File: config.mk
export PLATFORM = sky130hd
export DESIGN_NAME = seg7_scan_ctrl_flat
export DESIGN_NICKNAME = d
export VERILOG_FILES = /design/src/rtl/seg7_scan_ctrl_if.sv /design/src/rtl/seg7_scan_ctrl.sv /design/src/flat_wrapper.sv
export SDC_FILE = /design/constraint.sdc
export NUM_CORES = 1
export LEC_CHECK = 0
export BUFFER_PORTS_ARGS = -buffer_cell sky130_fd_sc_hd__buf_2
export CAP_MARGIN = 20
export CORE_MARGIN = 5
export CORE_UTILIZATION = 30
export CTS_CLUSTER_SIZE = 30
export DETAILED_ROUTE_END_ITERATION = 16
export RECOVER_POWER = 50
export SYNTH_ARGS = -nofsm -noshare
export SYNTH_HDL_FRONTEND = slang
export SYNTH_SLANG_ARGS = --single-unit
File: constraint.sdc
create_clock -name clk -period 2.2 [get_ports clk]
set_clock_uncertainty 0.1 [all_clocks]
set_input_delay 0 -clock clk [delete_from_list [all_inputs] [get_ports clk]]
set_output_delay 0 -clock clk [all_outputs]
set_load 0.05 [all_outputs]
File: src/rtl/seg7_scan_ctrl_if.sv
// Display-value handshake between a producer and the 7-segment scan controller.
// The producer offers a full N_DIG-digit value; the controller takes it when ready.
interface seg7_scan_ctrl_if #(
  parameter int N_DIG = 4
) ();

  logic [4*N_DIG-1:0] val_in;     // nibble i -> digit i, digit 0 rightmost
  logic               val_valid;  // val_in holds a value to be taken
  logic               val_ready;  // controller can take val_in this cycle

  // Producer side: offers values
  modport master (
    output val_in,
    output val_valid,
    input  val_ready
  );

  // Controller side: accepts values
  modport slave (
    input  val_in,
    input  val_valid,
    output val_ready
  );

endinterface : seg7_scan_ctrl_if

File: src/rtl/seg7_scan_ctrl.sv
// Time-multiplexed scan controller for an N-digit common-anode 7-segment display.
// One shared registered decoder (DEC_LAT cycles, nibble in -> segments out) is
// time-shared across all digits: dig_nib feeds the decoder, an_out selects the
// digit. Each digit slot opens with all anodes off until the decoder output for
// the new digit has settled plus BLANK_CYC of dead time against ghosting.
// New values are double-buffered (pend -> active) and only swapped at a frame
// boundary, so a frame never shows a mix of two values.
module seg7_scan_ctrl #(
  parameter int N_DIG       = 4,       // number of digits (>= 2)
  parameter int REFRESH_DIV = 100000,  // clk cycles per digit slot
  parameter int DEC_LAT     = 2,       // decoder latency, nibble -> segments
  parameter int BLANK_CYC   = 16       // anode dead time at the start of a slot
) (
  input  logic             clk,
  input  logic             rst,
  input  logic             en,
  seg7_scan_ctrl_if.slave  val_if,
  input  logic             blank_lz,
  output logic [3:0]       dig_nib,
  output logic [N_DIG-1:0] an_out,
  output logic             frame_done
);

  localparam int PW = (REFRESH_DIV > 1) ? $clog2(REFRESH_DIV) : 1;
  localparam int IW = $clog2(N_DIG);

  // Last prescaler count of a slot.
  localparam logic [PW-1:0] PRE_TC   = PW'(REFRESH_DIV - 1);
  // First prescaler count at which the decoder output belongs to the
  // current digit and the dead time has elapsed.
  localparam logic [PW-1:0] PRE_ON   = PW'(DEC_LAT + BLANK_CYC);
  localparam logic [IW-1:0] IDX_LAST = IW'(N_DIG - 1);

  typedef enum logic {
    IDLE = 1'b0,
    SCAN = 1'b1
  } state_t;

  state_t             state;
  logic [PW-1:0]      pre_cnt;
  logic [IW-1:0]      idx;

  logic [4*N_DIG-1:0] active;       // value being displayed
  logic [4*N_DIG-1:0] pend;         // value waiting for the next frame boundary
  logic               pend_full;
  logic               val_ready_q;

  logic [PW-1:0]      pre_inc;
  logic [IW-1:0]      idx_inc;
  logic [N_DIG-1:0]   dig_en;
  logic [3:0]         nib_sel;
  logic               boundary;
  logic               xfer;
  logic               pend_full_nxt;
  logic               nz_above;

  assign val_if.val_ready = val_ready_q;

  // Incremented counters shared by the FSM branches.
  always_comb begin
    pre_inc = pre_cnt + 1'b1;
    idx_inc = idx + 1'b1;
  end

  // Per-digit enable: with blank_lz, digit i>=1 is dark when it and every
  // digit to its left are zero. Digit 0 always lights so zero shows as "0".
  always_comb begin
    // NOTE: every variable written here gets a value before any condition,
    // otherwise paths that skip the assignment would infer a latch.
    dig_en   = '0;
    nz_above = 1'b0;
    for (int i = N_DIG - 1; i >= 0; i--) begin
      nz_above  = nz_above | (|active[4*i +: 4]);
      dig_en[i] = (i == 0) || !blank_lz || nz_above;
    end
  end

  // Nibble of the digit currently selected by idx.
  always_comb begin
    nib_sel = active[4*int'(idx) +: 4];
  end

  // Swap point for the double buffer and handshake bookkeeping.
  always_comb begin
    boundary      = frame_done || (state == IDLE);
    xfer          = val_if.val_valid && val_ready_q;
    pend_full_nxt = pend_full;
    if (boundary && pend_full) begin
      pend_full_nxt = 1'b0;
    end
    if (xfer) begin
      pend_full_nxt = 1'b1;
    end
  end

  // Scan FSM, prescaler, digit index and the registered display outputs.
  // an_out and frame_done are registered from the values the counters take
  // at the same edge, so they line up with pre_cnt/idx without a cycle of lag.
  always_ff @(posedge clk or posedge rst) begin
    if (rst) begin
      // NOTE: clocked state is always written with <= so every register
      // samples the pre-edge values, independent of statement order.
      state      <= IDLE;
      pre_cnt    <= '0;
      idx        <= '0;
      dig_nib    <= 4'h0;
      an_out     <= '1;
      frame_done <= 1'b0;
    end else begin
      an_out     <= '1;
      frame_done <= 1'b0;
      dig_nib    <= nib_sel;
      if (!en) begin
        state   <= IDLE;
        pre_cnt <= '0;
        idx     <= '0;
      end else begin
        case (state)
          IDLE: begin
            state   <= SCAN;
            pre_cnt <= '0;
            idx     <= '0;
          end
          SCAN: begin
            if (pre_cnt == PRE_TC) begin
              pre_cnt <= '0;
              idx     <= (idx == IDX_LAST) ? '0 : idx_inc;
            end else begin
              pre_cnt <= pre_inc;
              if (pre_inc >= PRE_ON && dig_en[idx]) begin
                an_out <= ~(N_DIG'(1) << idx);
              end
              if (pre_inc == PRE_TC && idx == IDX_LAST) begin
                frame_done <= 1'b1;
              end
            end
          end
          default: begin
            state   <= IDLE;
            pre_cnt <= '0;
            idx     <= '0;
          end
        endcase
      end
    end
  end

  // Double-buffer control: active only changes at a frame boundary, and
  // val_ready reflects whether the pending slot will be free next cycle.
  always_ff @(posedge clk or posedge rst) begin
    if (rst) begin
      active      <= '0;
      pend_full   <= 1'b0;
      val_ready_q <= 1'b1;
    end else begin
      if (boundary && pend_full) begin
        active <= pend;
      end
      pend_full   <= pend_full_nxt;
      val_ready_q <= ~pend_full_nxt;
    end
  end

  // Pending value storage.
  // NOTE: the pend data needs no reset; pend_full guards every read of it,
  // and clearing the flag on reset is what discards a held value.
  always_ff @(posedge clk) begin
    if (xfer) begin
      pend <= val_if.val_in;
    end
  end

endmodule : seg7_scan_ctrl

File: src/flat_wrapper.sv
// flat-port wrapper written by rule: the top's interface ports become plain ports
module seg7_scan_ctrl_flat 
#(
  parameter int N_DIG       = 4,                                 
  parameter int REFRESH_DIV = 100000,                              
  parameter int DEC_LAT     = 2,                                             
  parameter int BLANK_CYC   = 16                                                
)
  (clk, rst, en, blank_lz, dig_nib, an_out, frame_done, val_if_val_in, val_if_val_valid, val_if_val_ready);
  seg7_scan_ctrl_if #(.N_DIG(N_DIG)) val_if_i ();
  input  logic clk;
  input  logic rst;
  input  logic en;
  input  logic blank_lz;
  output logic [3:0] dig_nib;
  output logic [N_DIG-1:0] an_out;
  output logic frame_done;
  input wire logic [$bits(val_if_i.val_in)-1:0] val_if_val_in;
  input wire logic [$bits(val_if_i.val_valid)-1:0] val_if_val_valid;
  output wire logic [$bits(val_if_i.val_ready)-1:0] val_if_val_ready;
  assign val_if_i.val_in = val_if_val_in;
  assign val_if_i.val_valid = val_if_val_valid;
  assign val_if_val_ready = val_if_i.val_ready;
  seg7_scan_ctrl #(.N_DIG(N_DIG), .REFRESH_DIV(REFRESH_DIV), .DEC_LAT(DEC_LAT), .BLANK_CYC(BLANK_CYC)) u_core (.clk(clk), .rst(rst), .en(en), .val_if(val_if_i), .blank_lz(blank_lz), .dig_nib(dig_nib), .an_out(an_out), .frame_done(frame_done));
endmodule
==> flow_summary.yaml <==
drt:
  drc_errors: 0
  avgRoutedWirePerCell_um: 13.95
  vias_per_cell: 4.654
  antenna_left: 0
  wirelength_um: 6374
  drt_pre_antenna_iters: 4
  vias: 2127
  drt_iter0_drc: 90
timing:
  tightest_slew_ns: 1.161
  hold_ws_ns: 0.1587
  tns_ns: 0
  slew_violations: 0
  setup_violations: 0
  period_needed_ns: 2.145
  timing.fmax_mhz: 466.3
  final.period_utilization: 0.9749
  slew_headroom: 0.2261
  fin_ws_ns: 0.05531
  rsz0062_at_grt: "true"
  hold_violations: 0
critical_path:
  crit_slowest_cell: "dfrtp_1"
  crit_required_ns: 2.34
  crit_path_max_incr_delay_ns: 0.42
  worstSetupStartpointType: "flip-flop"
  worst-path-max-fanout: 6
  critPathCaptureType: "flip-flop"
  crit_chain: "ha_2, buf_4, and2_1, a21o_1, a31oi_4, o2111ai_4, o311ai_1"
  crit_type: "flip-flop to flip-flop"
  arrival_ns: 2.28
finish:
  syn2layout_area_growth_pct: 35.23
  n_antenna_cell: 0
  nets: 347
  drive_above_1_share: 0.3642
  nFillCells: 935
  seq_area_mm2: 0.001663
  multi_input_area_mm2: 0.001251
  fin_cells: 457
synth:
  async_flop_share: 0.7460
  synth.distinct_cells: 46
  synth_most_common_cell: "dfrtp_1"
  synth-edff-count: 16
  synth_largest_area_cell: "dfrtp_1"
  syn_nets: 267
  ys_seq_area_frac: 0.5689
  synth_area_mm2: 0.002923
  syn-instance-count: 239
  ys_ff_latch: 63
  netlist.area_leader.share: 0.3596
  yosys_warnings: 0
  synth_area_leaders: "dfrtp_1 36%, edfxtp_1 16%, mux2_2 6.5%, dfstp_2 4.5%, mux4_2 3.1%"
  syn_area_per_cell_um2: 12.23
  ys_top_cells_by_count: "42 x dfrtp_1, 24 x nor2_1, 17 x mux2_2"
  ys.flop_type: "dfrtp_1"
min_path:
  worstHoldPathType: "input pin to flip-flop"
clock_network:
  clock_latency_ns: 0.34
  cts_inserted_buffers: 9
  root_buffer: "clkbuf_8"
  cts.sinks: 63
  cts_max_level: 3
  clk_pin_slew_worst_paths_ns: 0.08
  cts_tree: "done"
  clk_path_buf_depth: 2
placement:
  post-dp-hpwl_um: 4415
  port_buffers: 30
  gp_congestion: 0.8646
  dpl.cell_count: 419
  place_worst_setup_slack_ns: -0.1489
floorplanning:
  fp.dieW_um: 108.7
  rows: 36
  dieArea_mm2: 0.01182
  die_h_um: 108.7
  coreArea_mm2: 0.009639
  start_util: 0.3032
  io_pins: 31
power_and_ir_drop:
  vdd_drop_max_uv: 660.4
  p_total_w: 0.003044
  pwr_density_cell_mw_per_mm2: 770.3
  power_leakage_nw: 1.606
run_status:
  status: "complete, no violations"
global_routing:
  grt_pass1_vias: 2268
  grt_pass1_wl_um: 10770
  grt_usage: 0.1180
  overflow: 0
  antenna_found_initial: 0
  grt_max_degree: 48
flow_run:
  cap_violations: 0
cell families (layout without fill, tap and decap cells):
logic type | count (synthesis) | in the layout | share of synthesized area
AO/OA/AOI/OAI | 30 | 30 | 0.07963
multiplexers | 23 | 23 | 0.1032
adder cells (fa/ha/maj) | 7 | 7 | 0.02996
AND/OR/NAND/NOR | 79 | 79 | 0.1421
buffers and inverters | 23 | 108 | 0.03424
XOR/XNOR | 14 | 14 | 0.04195
flip-flops | 63 | 63 | 0.5689
report_power, final:
part           switching (W)  total (W)  leakage [nW]  internal [W]
Sequential         0.0000790    0.00142         0.740       0.00134
Clock               0.000479    0.00127         0.127      0.000792
Combinational       0.000192   0.000358         0.739      0.000166
Total               0.000750    0.00304          1.61       0.00229
registers in the layout, summed over array words and instances, names as in the netlist:
signal / cells
u_core.active: 16
u_core.an_out: 4
u_core.dig_nib: 4
u_core.frame_done: 1
u_core.idx: 2
u_core.pend: 16
u_core.pend_full: 1
u_core.pre_cnt: 17
u_core.state: 1
u_core.val_if.val_ready: 1
metrics by stage:
step,cell area (µm²),utilization
floorplan,2923,-
global placement,3415,0.3542
detailed placement,3415,0.3542
CTS,3891,0.4037
global route,3953,0.4100
finish,3953,0.4100
worst max-delay path, delay by kind of cell, from the launching register on:
family	cells	cell delay, ns
fa+ha+maj	1	0.23
compound gates	4	0.94
simple gates	1	0.19
flops	1	0.42
buf+inv	1	0.16
placed cells by master (no fill, tap or decap), drive strengths merged, types with 5 or more instances in the layout:
master | synthesis | final
dfrtp | 42 | 42
nor2 | 24 | 24
nand2 | 10 | 10
xnor2 | 8 | 8
nor3 | 7 | 7
nand3 | 7 | 7
buf | 7 | 57
ha | 7 | 7
dfstp | 5 | 5
inv | 10 | 11
mux2 | 17 | 17
xor2 | 6 | 6
clkbuf | 6 | 16
nor4 | 7 | 7
edfxtp | 16 | 16
dlygate4sd3 | 0 | 19
timing repair:
action	4_1_cts	5_1_grt
buffers inserted	2	1
gates resized for setup	7	11
cloned	0	0
hold buffers	19	0
pin swaps	1	4
setup endpoints to repair	4	18
endpoints found under the hold margin	71	0
area by class of cell:
cell class / count / share of cell area
clock inverter: 6 / 0.02944
tap: 133 / 0.04210
clock buffer: 10 / 0.03482
sequential: 63 / 0.4207
timing repair buffer: 82 / 0.1469
multi-input combinational: 153 / 0.3166
inverter: 10 / 0.009497
layer usage:
layer / up-vias / wire [µm] / share of wire / GRT usage
met3: 9 / 222 / 0.035 / 0.02605
met4: 0 / 103 / 0.016 / 0.04689
met1: 1052 / 2734 / 0.43 / 0.1378
met2: 44 / 3314 / 0.52 / 0.2096
li1: 1022 / - / - / -
met5: - / 0 / 0 / 0
path summary, 6_finish.rpt:
kind	from	end	slack, ns	cells past startpoint
worst min register to register	u_core.pend[9]	u_core.active[9]	0.38	1
min in group asynchronous	rst	u_core.active[0]	0.46	4
max in group asynchronous	rst	u_core.pre_cnt[12]	0.82	4
worst max-delay path	u_core.pre_cnt[0]	u_core.an_out[0]	0.06	7
worst min-delay path	val_if_val_valid	u_core.pend[7]	0.16	3
worst max register to register	u_core.pre_cnt[0]	u_core.an_out[0]	0.06	7
(Power assumes the default switching activity.)
